===== src/rtl/lighthouse_pkg.sv =====
// Shared types and clock-derived timing constants for the lighthouse pulse decoder.
// Every timing threshold is computed from the system clock frequency.
package lighthouse_pkg;

  localparam int unsigned WidthBits = 16;
  localparam int unsigned TimerBits = 19;

  typedef enum logic [1:0] {
    StIdle,
    StWaitSync,
    StArmed
  } state_e;

  typedef enum logic [1:0] {
    PulseNone,
    PulseSync,
    PulseSweep,
    PulseError
  } pulse_class_e;

  function automatic int unsigned sync_base(input int unsigned clk_hz);
    return clk_hz / 16000;
  endfunction

  function automatic int unsigned sync_step(input int unsigned clk_hz);
    return clk_hz / 96000;
  endfunction

  function automatic int unsigned sweep_max(input int unsigned clk_hz);
    return clk_hz / 48000;
  endfunction

  function automatic int unsigned window(input int unsigned clk_hz);
    return clk_hz / 120;
  endfunction

  // Inclusive lower / exclusive upper width bound for sync code n.
  function automatic int unsigned sync_lo(input int unsigned clk_hz, input int unsigned code);
    return sync_base(clk_hz) + code * sync_step(clk_hz) - sync_step(clk_hz) / 2;
  endfunction

  function automatic int unsigned sync_hi(input int unsigned clk_hz, input int unsigned code);
    return sync_base(clk_hz) + code * sync_step(clk_hz) + sync_step(clk_hz) / 2;
  endfunction

endpackage


===== src/rtl/envelope_pulse_meter.sv =====
// Synchronizes the TS4231 envelope line, measures each low pulse and classifies it
// as sync (with code), sweep or error on the rising edge.
module envelope_pulse_meter
  import lighthouse_pkg::*;
#(
  parameter int unsigned CLK_FREQ_HZ = 48_000_000
) (
  input  logic         clock,
  input  logic         reset,
  input  logic         enable,
  input  logic         envelope_n,
  output logic         pulse_fall,
  output logic         pulse_strobe,
  output pulse_class_e pulse_class,
  output logic [2:0]   pulse_code,
  output logic [15:0]  pulse_width
);

  localparam int unsigned SweepMax = sweep_max(CLK_FREQ_HZ);

  logic        env_meta_q, env_meta_d;
  logic        env_sync_q, env_sync_d;
  logic        env_prev_q, env_prev_d;
  logic        in_pulse_q, in_pulse_d;
  logic [15:0] width_q, width_d;
  logic        fall, rise;
  logic [31:0] width_ext;

  always_ff @(posedge clock) begin
    if (reset) begin
      env_meta_q <= 1'b1;
      env_sync_q <= 1'b1;
      env_prev_q <= 1'b1;
      in_pulse_q <= 1'b0;
      width_q    <= '0;
    end else begin
      env_meta_q <= env_meta_d;
      env_sync_q <= env_sync_d;
      env_prev_q <= env_prev_d;
      in_pulse_q <= in_pulse_d;
      width_q    <= width_d;
    end
  end

  always_comb begin
    env_meta_d = envelope_n;
    env_sync_d = env_meta_q;
    env_prev_d = env_sync_q;
    fall       = env_prev_q & ~env_sync_q;
    rise       = ~env_prev_q & env_sync_q;
    in_pulse_d = in_pulse_q;
    width_d    = width_q;
    // A pulse only counts if its falling edge was seen while enabled.
    if (!enable) begin
      in_pulse_d = 1'b0;
      width_d    = '0;
    end else if (fall) begin
      in_pulse_d = 1'b1;
      width_d    = 16'd1;
    end else if (in_pulse_q && !env_sync_q) begin
      if (width_q != 16'hFFFF) begin
        width_d = width_q + 16'd1;
      end
    end else if (rise) begin
      in_pulse_d = 1'b0;
    end
  end

  always_comb begin
    width_ext    = {16'b0, width_q};
    pulse_fall   = enable & fall;
    pulse_strobe = enable & in_pulse_q & rise;
    pulse_width  = width_q;
    pulse_class  = PulseNone;
    pulse_code   = '0;
    if (pulse_strobe) begin
      pulse_class = PulseError;
      if (width_q == 16'hFFFF) begin
        pulse_class = PulseError;
      end else if (width_ext < SweepMax) begin
        pulse_class = PulseSweep;
      end else begin
        for (int unsigned n = 0; n < 8; n++) begin
          if (width_ext >= sync_lo(CLK_FREQ_HZ, n) && width_ext < sync_hi(CLK_FREQ_HZ, n)) begin
            pulse_class = PulseSync;
            pulse_code  = 3'(n);
          end
        end
      end
    end
  end

endmodule


===== src/rtl/lighthouse_pulse_decoder.sv =====
// Lighthouse sync/sweep decoder: tracks sync codes, times the sweep relative to the
// sync falling edge and presents samples through a valid/ready holding register.
module lighthouse_pulse_decoder
  import lighthouse_pkg::*;
#(
  parameter int unsigned CLK_FREQ_HZ = 48_000_000
) (
  input  logic        clock,
  input  logic        reset,
  input  logic        enable,
  input  logic        envelope_n,
  input  logic        sample_ready,
  output logic        sample_valid,
  output logic [18:0] sample_ticks,
  output logic        sample_axis,
  output logic        sample_data,
  output logic        sample_overrun,
  output logic        pulse_error
);

  localparam logic [18:0] WindowTicks = 19'(window(CLK_FREQ_HZ));

  logic         m_fall, m_strobe;
  pulse_class_e m_class;
  logic [2:0]   m_code;
  logic [15:0]  m_width;

  state_e      state_q, state_d;
  logic [18:0] timer_q, timer_d;
  logic [18:0] fall_ticks_q, fall_ticks_d;
  logic        arm_axis_q, arm_axis_d;
  logic        arm_data_q, arm_data_d;
  logic        valid_q, valid_d;
  logic [18:0] ticks_q, ticks_d;
  logic        axis_q, axis_d;
  logic        data_q, data_d;
  logic        overrun_q, overrun_d;
  logic        perr_q, perr_d;
  logic        is_arm, emit;
  logic [18:0] sweep_ticks;

  envelope_pulse_meter #(
    .CLK_FREQ_HZ(CLK_FREQ_HZ)
  ) u_meter (
    .clock       (clock),
    .reset       (reset),
    .enable      (enable),
    .envelope_n  (envelope_n),
    .pulse_fall  (m_fall),
    .pulse_strobe(m_strobe),
    .pulse_class (m_class),
    .pulse_code  (m_code),
    .pulse_width (m_width)
  );

  always_ff @(posedge clock) begin
    if (reset) begin
      state_q      <= StIdle;
      timer_q      <= '0;
      fall_ticks_q <= '0;
      arm_axis_q   <= 1'b0;
      arm_data_q   <= 1'b0;
      valid_q      <= 1'b0;
      ticks_q      <= '0;
      axis_q       <= 1'b0;
      data_q       <= 1'b0;
      overrun_q    <= 1'b0;
      perr_q       <= 1'b0;
    end else begin
      state_q      <= state_d;
      timer_q      <= timer_d;
      fall_ticks_q <= fall_ticks_d;
      arm_axis_q   <= arm_axis_d;
      arm_data_q   <= arm_data_d;
      valid_q      <= valid_d;
      ticks_q      <= ticks_d;
      axis_q       <= axis_d;
      data_q       <= data_d;
      overrun_q    <= overrun_d;
      perr_q       <= perr_d;
    end
  end

  always_comb begin
    state_d      = state_q;
    timer_d      = timer_q;
    fall_ticks_d = fall_ticks_q;
    arm_axis_d   = arm_axis_q;
    arm_data_d   = arm_data_q;
    valid_d      = valid_q;
    ticks_d      = ticks_q;
    axis_d       = axis_q;
    data_d       = data_q;
    overrun_d    = overrun_q;
    perr_d       = m_strobe && (m_class == PulseError);
    is_arm       = m_strobe && (m_class == PulseSync) && !m_code[2];
    emit         = 1'b0;
    sweep_ticks  = fall_ticks_q + {4'b0, m_width[15:1]};

    if (valid_q && sample_ready) begin
      valid_d = 1'b0;
    end

    case (state_q)
      StIdle: begin
        timer_d = '0;
        if (enable) begin
          state_d = StWaitSync;
        end
      end
      StWaitSync: begin
        timer_d = '0;
        // The sync rise is seen width cycles after its fall, so the timer resumes at width+1.
        if (is_arm) begin
          arm_axis_d = m_code[0];
          arm_data_d = m_code[1];
          timer_d    = 19'(m_width) + 19'd1;
          state_d    = StArmed;
        end
      end
      StArmed: begin
        timer_d = timer_q + 19'd1;
        if (m_fall) begin
          fall_ticks_d = timer_q;
        end
        if (timer_q >= WindowTicks) begin
          state_d = StWaitSync;
          timer_d = '0;
        end else if (is_arm) begin
          arm_axis_d = m_code[0];
          arm_data_d = m_code[1];
          timer_d    = 19'(m_width) + 19'd1;
        end else if (m_strobe && (m_class == PulseSweep)) begin
          emit    = 1'b1;
          state_d = StWaitSync;
          timer_d = '0;
        end else if (m_strobe && (m_class == PulseError)) begin
          state_d = StWaitSync;
          timer_d = '0;
        end
      end
      default: begin
        state_d = StIdle;
        timer_d = '0;
      end
    endcase

    if (emit) begin
      if (valid_q && !sample_ready) begin
        overrun_d = 1'b1;
      end else begin
        valid_d = 1'b1;
        ticks_d = sweep_ticks;
        axis_d  = arm_axis_q;
        data_d  = arm_data_q;
      end
    end

    if (!enable) begin
      state_d = StIdle;
      timer_d = '0;
    end
  end

  assign sample_valid   = valid_q;
  assign sample_ticks   = ticks_q;
  assign sample_axis    = axis_q;
  assign sample_data    = data_q;
  assign sample_overrun = overrun_q;
  assign pulse_error    = perr_q;

endmodule


===== config.mk =====
export PLATFORM = sky130hd
export DESIGN_NAME = lighthouse_pulse_decoder
export DESIGN_NICKNAME = d
export VERILOG_FILES = /design/src/rtl/lighthouse_pkg.sv /design/src/rtl/envelope_pulse_meter.sv /design/src/rtl/lighthouse_pulse_decoder.sv
export SDC_FILE = /design/constraint.sdc
export NUM_CORES = 1
export LEC_CHECK = 0
export ABC_AREA = 1
export CAP_MARGIN = 20
export CORE_MARGIN = 8
export CORE_UTILIZATION = 38
export CTS_CLUSTER_DIAMETER = 200
export DETAILED_ROUTE_END_ITERATION = 16
export GPL_TIMING_DRIVEN = 0
export PLACE_DENSITY = 0.6
export SLEW_MARGIN = 20
export SYNTH_ARGS = -nofsm -noshare
export SYNTH_HDL_FRONTEND = slang
export SYNTH_SLANG_ARGS = --single-unit

===== constraint.sdc =====
create_clock -name clock -period 2.4 [get_ports clock]
set_clock_uncertainty 0.1 [all_clocks]
set_input_delay 0.48 -clock clock [delete_from_list [all_inputs] [get_ports clock]]
set_output_delay 0.48 -clock clock [all_outputs]
set_load 0.02 [all_outputs]

==> flow_summary_export.csv, run 1 <==
group,metric,value,unit
outcome,outcome,"complete, no violations",
yosys,synth-async-reset-ratio,0,%
finish,final_cell_mix,"147 x nand2_1, 90 x a21oi_1, 88 x nor2_1, 82 x inv_1, 74 x dfxtp_1",
routing,route.detailed.drc,0,
critical_path,endpoint_kind,"register",
clock_network,cts_buffers,9,
floorplanning,die_area,18000,sq um
global_routing,grt_overflow,0,
floorplanning,die_h,134,um
routing,drt_iter0_markers,344,
critical_path,regToRegStartpoint,"u_meter.pulse_width[12]",
finish,syn_to_final_growth,17.7,%
yosys,synth_seq_cells,86,
yosys,syn_nets,813,
routing,wl_per_cell,13.8,um
floorplanning,die_w,134,um
floorplanning,coreArea,13800,sq um
global_routing,grt_pass1_wl,22700,um
sta,finalCriticalPeriod,2.25,ns
clock_network,clockBufferDepth,2,
critical_path,start_kind,"register",
sta,setup_viol,0,
sta,slew_headroom,62.8,%
placed_design,gp_congestion,0.912,
placed_design,hpwl,11100,um
critical_path,critPathKind,"register to register",
routing,num_vias,4972,
sta,fin_setup_tns,0,ns
sta,fin_crit_sh,93.7,%
critical_path,critPathRequiredTime,2.51,ns
yosys,syn_area,5320,sq um
clock_network,cts_tree,"done",
flow_run,cap_violations,0,
sta,hold_slack,0.318,ns
critical_path,critPathArrivalTime,2.36,ns
routing,wl_met1,7060,um
routing,top_layer,"met4",
clock_network,clk_pin_slew,0.07,ns
finish,final_cell_area,6260,sq um
routing,drt_wl_total,13900,um
placed_design,port_buffers,28,
yosys,yosys_warnings,0,
clock_network,cts-root-buf,"clkbuf_16",
critical_path,path_cells,"inv_2, nor2_1, nand2_1, nor2_1, nand2_1, nand2_1, inv_1, nand2_1, nand4_1, nand3_4, inv_2, buf_6, nand3_1, a21oi_1",
finish,final_common_cell,"nand2_1",
pwr,irDropWorstVdd,0.291,mV
yosys,synth_cells,782,
global_routing,grt_max_degree,17,
global_routing,grt_pass1_vias,4540,
clock_network,cts_max_level,3,
floorplanning,initial_core_util,38.6,%
finish,final_nets,856,
pwr,power_leakage,0.00263,uW
sta,max_freq,444,MHz
finish,nFillCells,1491,
yosys,synth_ff_type,"dfxtp_1",
yosys,synth_seq_area_share,32.4,%
finish,drive_above_1_share,12.2,%
yosys,avgSynthCellArea,6.80,sq um
sta,slew_viol_final,0,
critical_path,cpMostUsedCell,"nand2_1",
routing,ant_nets,0,
yosys,ys_types,40,
global_routing,antenna_found_initial,0,
floorplanning,placementRows,43,
critical_path,cp_max_fo,10,
clock_network,cts.sink_count,86,
pwr,power_density,458,nW/um^2
global_routing,grt_use_total,15.6,%
yosys,synth-edff-count,0,
min_path,min_from,"u_meter.env_meta_q",
critical_path,crit_slowest_cell,"dfxtp_2",
sta,rsz0062_at_grt,"yes",
routing,wl_met3,523,um
routing,detail_route.first_pass.iterations,5,
routing,viasPerCell,4.92,
placed_design,postPlaceCellArea,5830,sq um
sta,hold_viol_final,0,
min_path,hold_class,"register to register",
critical_path,slowest_delay,0.45,ns
clock_network,clock_latency,0.35,ns
critical_path,crit_start,"u_meter.pulse_width[12]",
finish,antenna_cells,0,
routing,met2_length,6210,um
sta,tightest_slew,0.559,ns
floorplanning,io_pins,29,
[Yosys cell counts, types with 3 or more instances]
cell type | n | area share [%]
xor2_1 | 19 | 3.1
o21bai_1 | 3 | 0.42
a211oi_1 | 3 | 0.42
nand3_1 | 51 | 4.8
clkbuf_1 | 11 | 0.78
inv_1 | 84 | 5.9
buf_2 | 3 | 0.28
nor2_4 | 3 | 0.63
xnor2_1 | 16 | 2.6
nor2_1 | 90 | 6.3
nand3_2 | 4 | 0.75
inv_2 | 13 | 0.92
or2_2 | 3 | 0.35
o21ai_1 | 7 | 0.66
nor3_1 | 5 | 0.47
o21ai_0 | 66 | 6.2
a21oi_1 | 90 | 8.5
nor2_2 | 6 | 0.71
buf_6 | 3 | 0.63
ha_1 | 25 | 5.9
nand2_1 | 150 | 11
nand2_2 | 6 | 0.71
nand4_1 | 7 | 0.82
buf_4 | 6 | 0.85
dfxtp_1 | 86 | 32
a21o_1 | 3 | 0.42
[kinds of logic after synthesis]
kind of cell | count (synthesis) | synth area share, %
xor+xnor | 35 | 5.76
compound gates | 178 | 17.6
fa+ha+maj | 26 | 6.26
buf+inv | 121 | 9.45
simple gates | 336 | 28.5
flops | 86 | 32.4
[worst max-delay path, delay by kind of cell (launching register included)]
family / cells / cell delay [ns]
flops: 1 / 0.45
simple gates: 9 / 1.19
compound gates: 1 / 0.07
buf+inv: 4 / 0.32
[sequential cells by signal (all words and copies together) (netlist names), 2 cells and up]
signal               count
fall_ticks_q            19
sample_ticks            19
timer_q                 19
u_meter.pulse_width     16
state_q                  2
[area by class of cell]
class	instances	area (sq um)	share of cell area, %
well taps	180	225	3.60
flip-flops and latches	86	1740	27.8
clock inverters	7	55.1	0.879
multi-input cells	575	3180	50.8
plain buffers	24	155	2.48
inverters	97	367	5.86
clock buffers	9	225	3.60
repair buffers	32	310	4.96
[repair_timing]
action | 4_1_cts | 5_1_grt
pin swaps | 2 | 6
hold buffers | 0 | 0
setup endpoints to repair | 24 | 57
cloned | 0 | 0
gates resized for setup | 9 | 34
buffers inserted | 1 | 3
[final timing paths]
path / end / slack (ns) / depth (start not counted)
setup reg to reg: timer_q[5] / 0.15 / 14
hold / removal: u_meter.env_prev_d / 0.32 / 1
hold reg to reg: u_meter.env_prev_d / 0.32 / 1
setup / recovery: timer_q[5] / 0.15 / 14
[stage by stage]
step / worst slack [ns] / util [%] / cells / power, uW
2_1_floorplan: 0.245 / - / 782 / 1530
3_3_place_gp: -0.170 / 42.3 / 990 / 1560
6_report: 0.150 / 45.4 / 1010 / 2870
4_1_cts: 0.0133 / 44.6 / 1007 / 2900
5_1_grt: -0.0119 / 45.4 / 1010 / 2970
3_5_place_dp: -0.177 / 42.3 / 990 / 1560
[routing by layer]
| layer | up-vias | track usage, % |
|---|---|---|
| li1 | 2634 | - |
| met2 | 79 | 24.3 |
| met4 | 0 | 4.12 |
| met1 | 2249 | 21.6 |
| met3 | 10 | 2.84 |
| met5 | - | 0 |
[power by group]
group          switching (uW)  leakage, uW  internal (uW)  total [uW]
clock                     625     0.000139            716        1340
sequential               4.44     0.000700           1430        1430
combinational            62.9      0.00179           29.3        92.2
total                     693      0.00263           2180        2870
No activity file was read; power rests on OpenSTA's default activity.
==> run 2: changes to the inputs <==
--- a/config.mk
+++ b/config.mk
@@ -12,6 +12,7 @@
 export CTS_CLUSTER_DIAMETER = 200
 export DETAILED_ROUTE_END_ITERATION = 16
 export GPL_TIMING_DRIVEN = 0
+export HOLD_SLACK_MARGIN = 0.12
 export PLACE_DENSITY = 0.6
 export SLEW_MARGIN = 20
 export SYNTH_ARGS = -nofsm -noshare
==> results of run 2 <==
No change in the layout: final DEF, timing and power equal those of run 1.
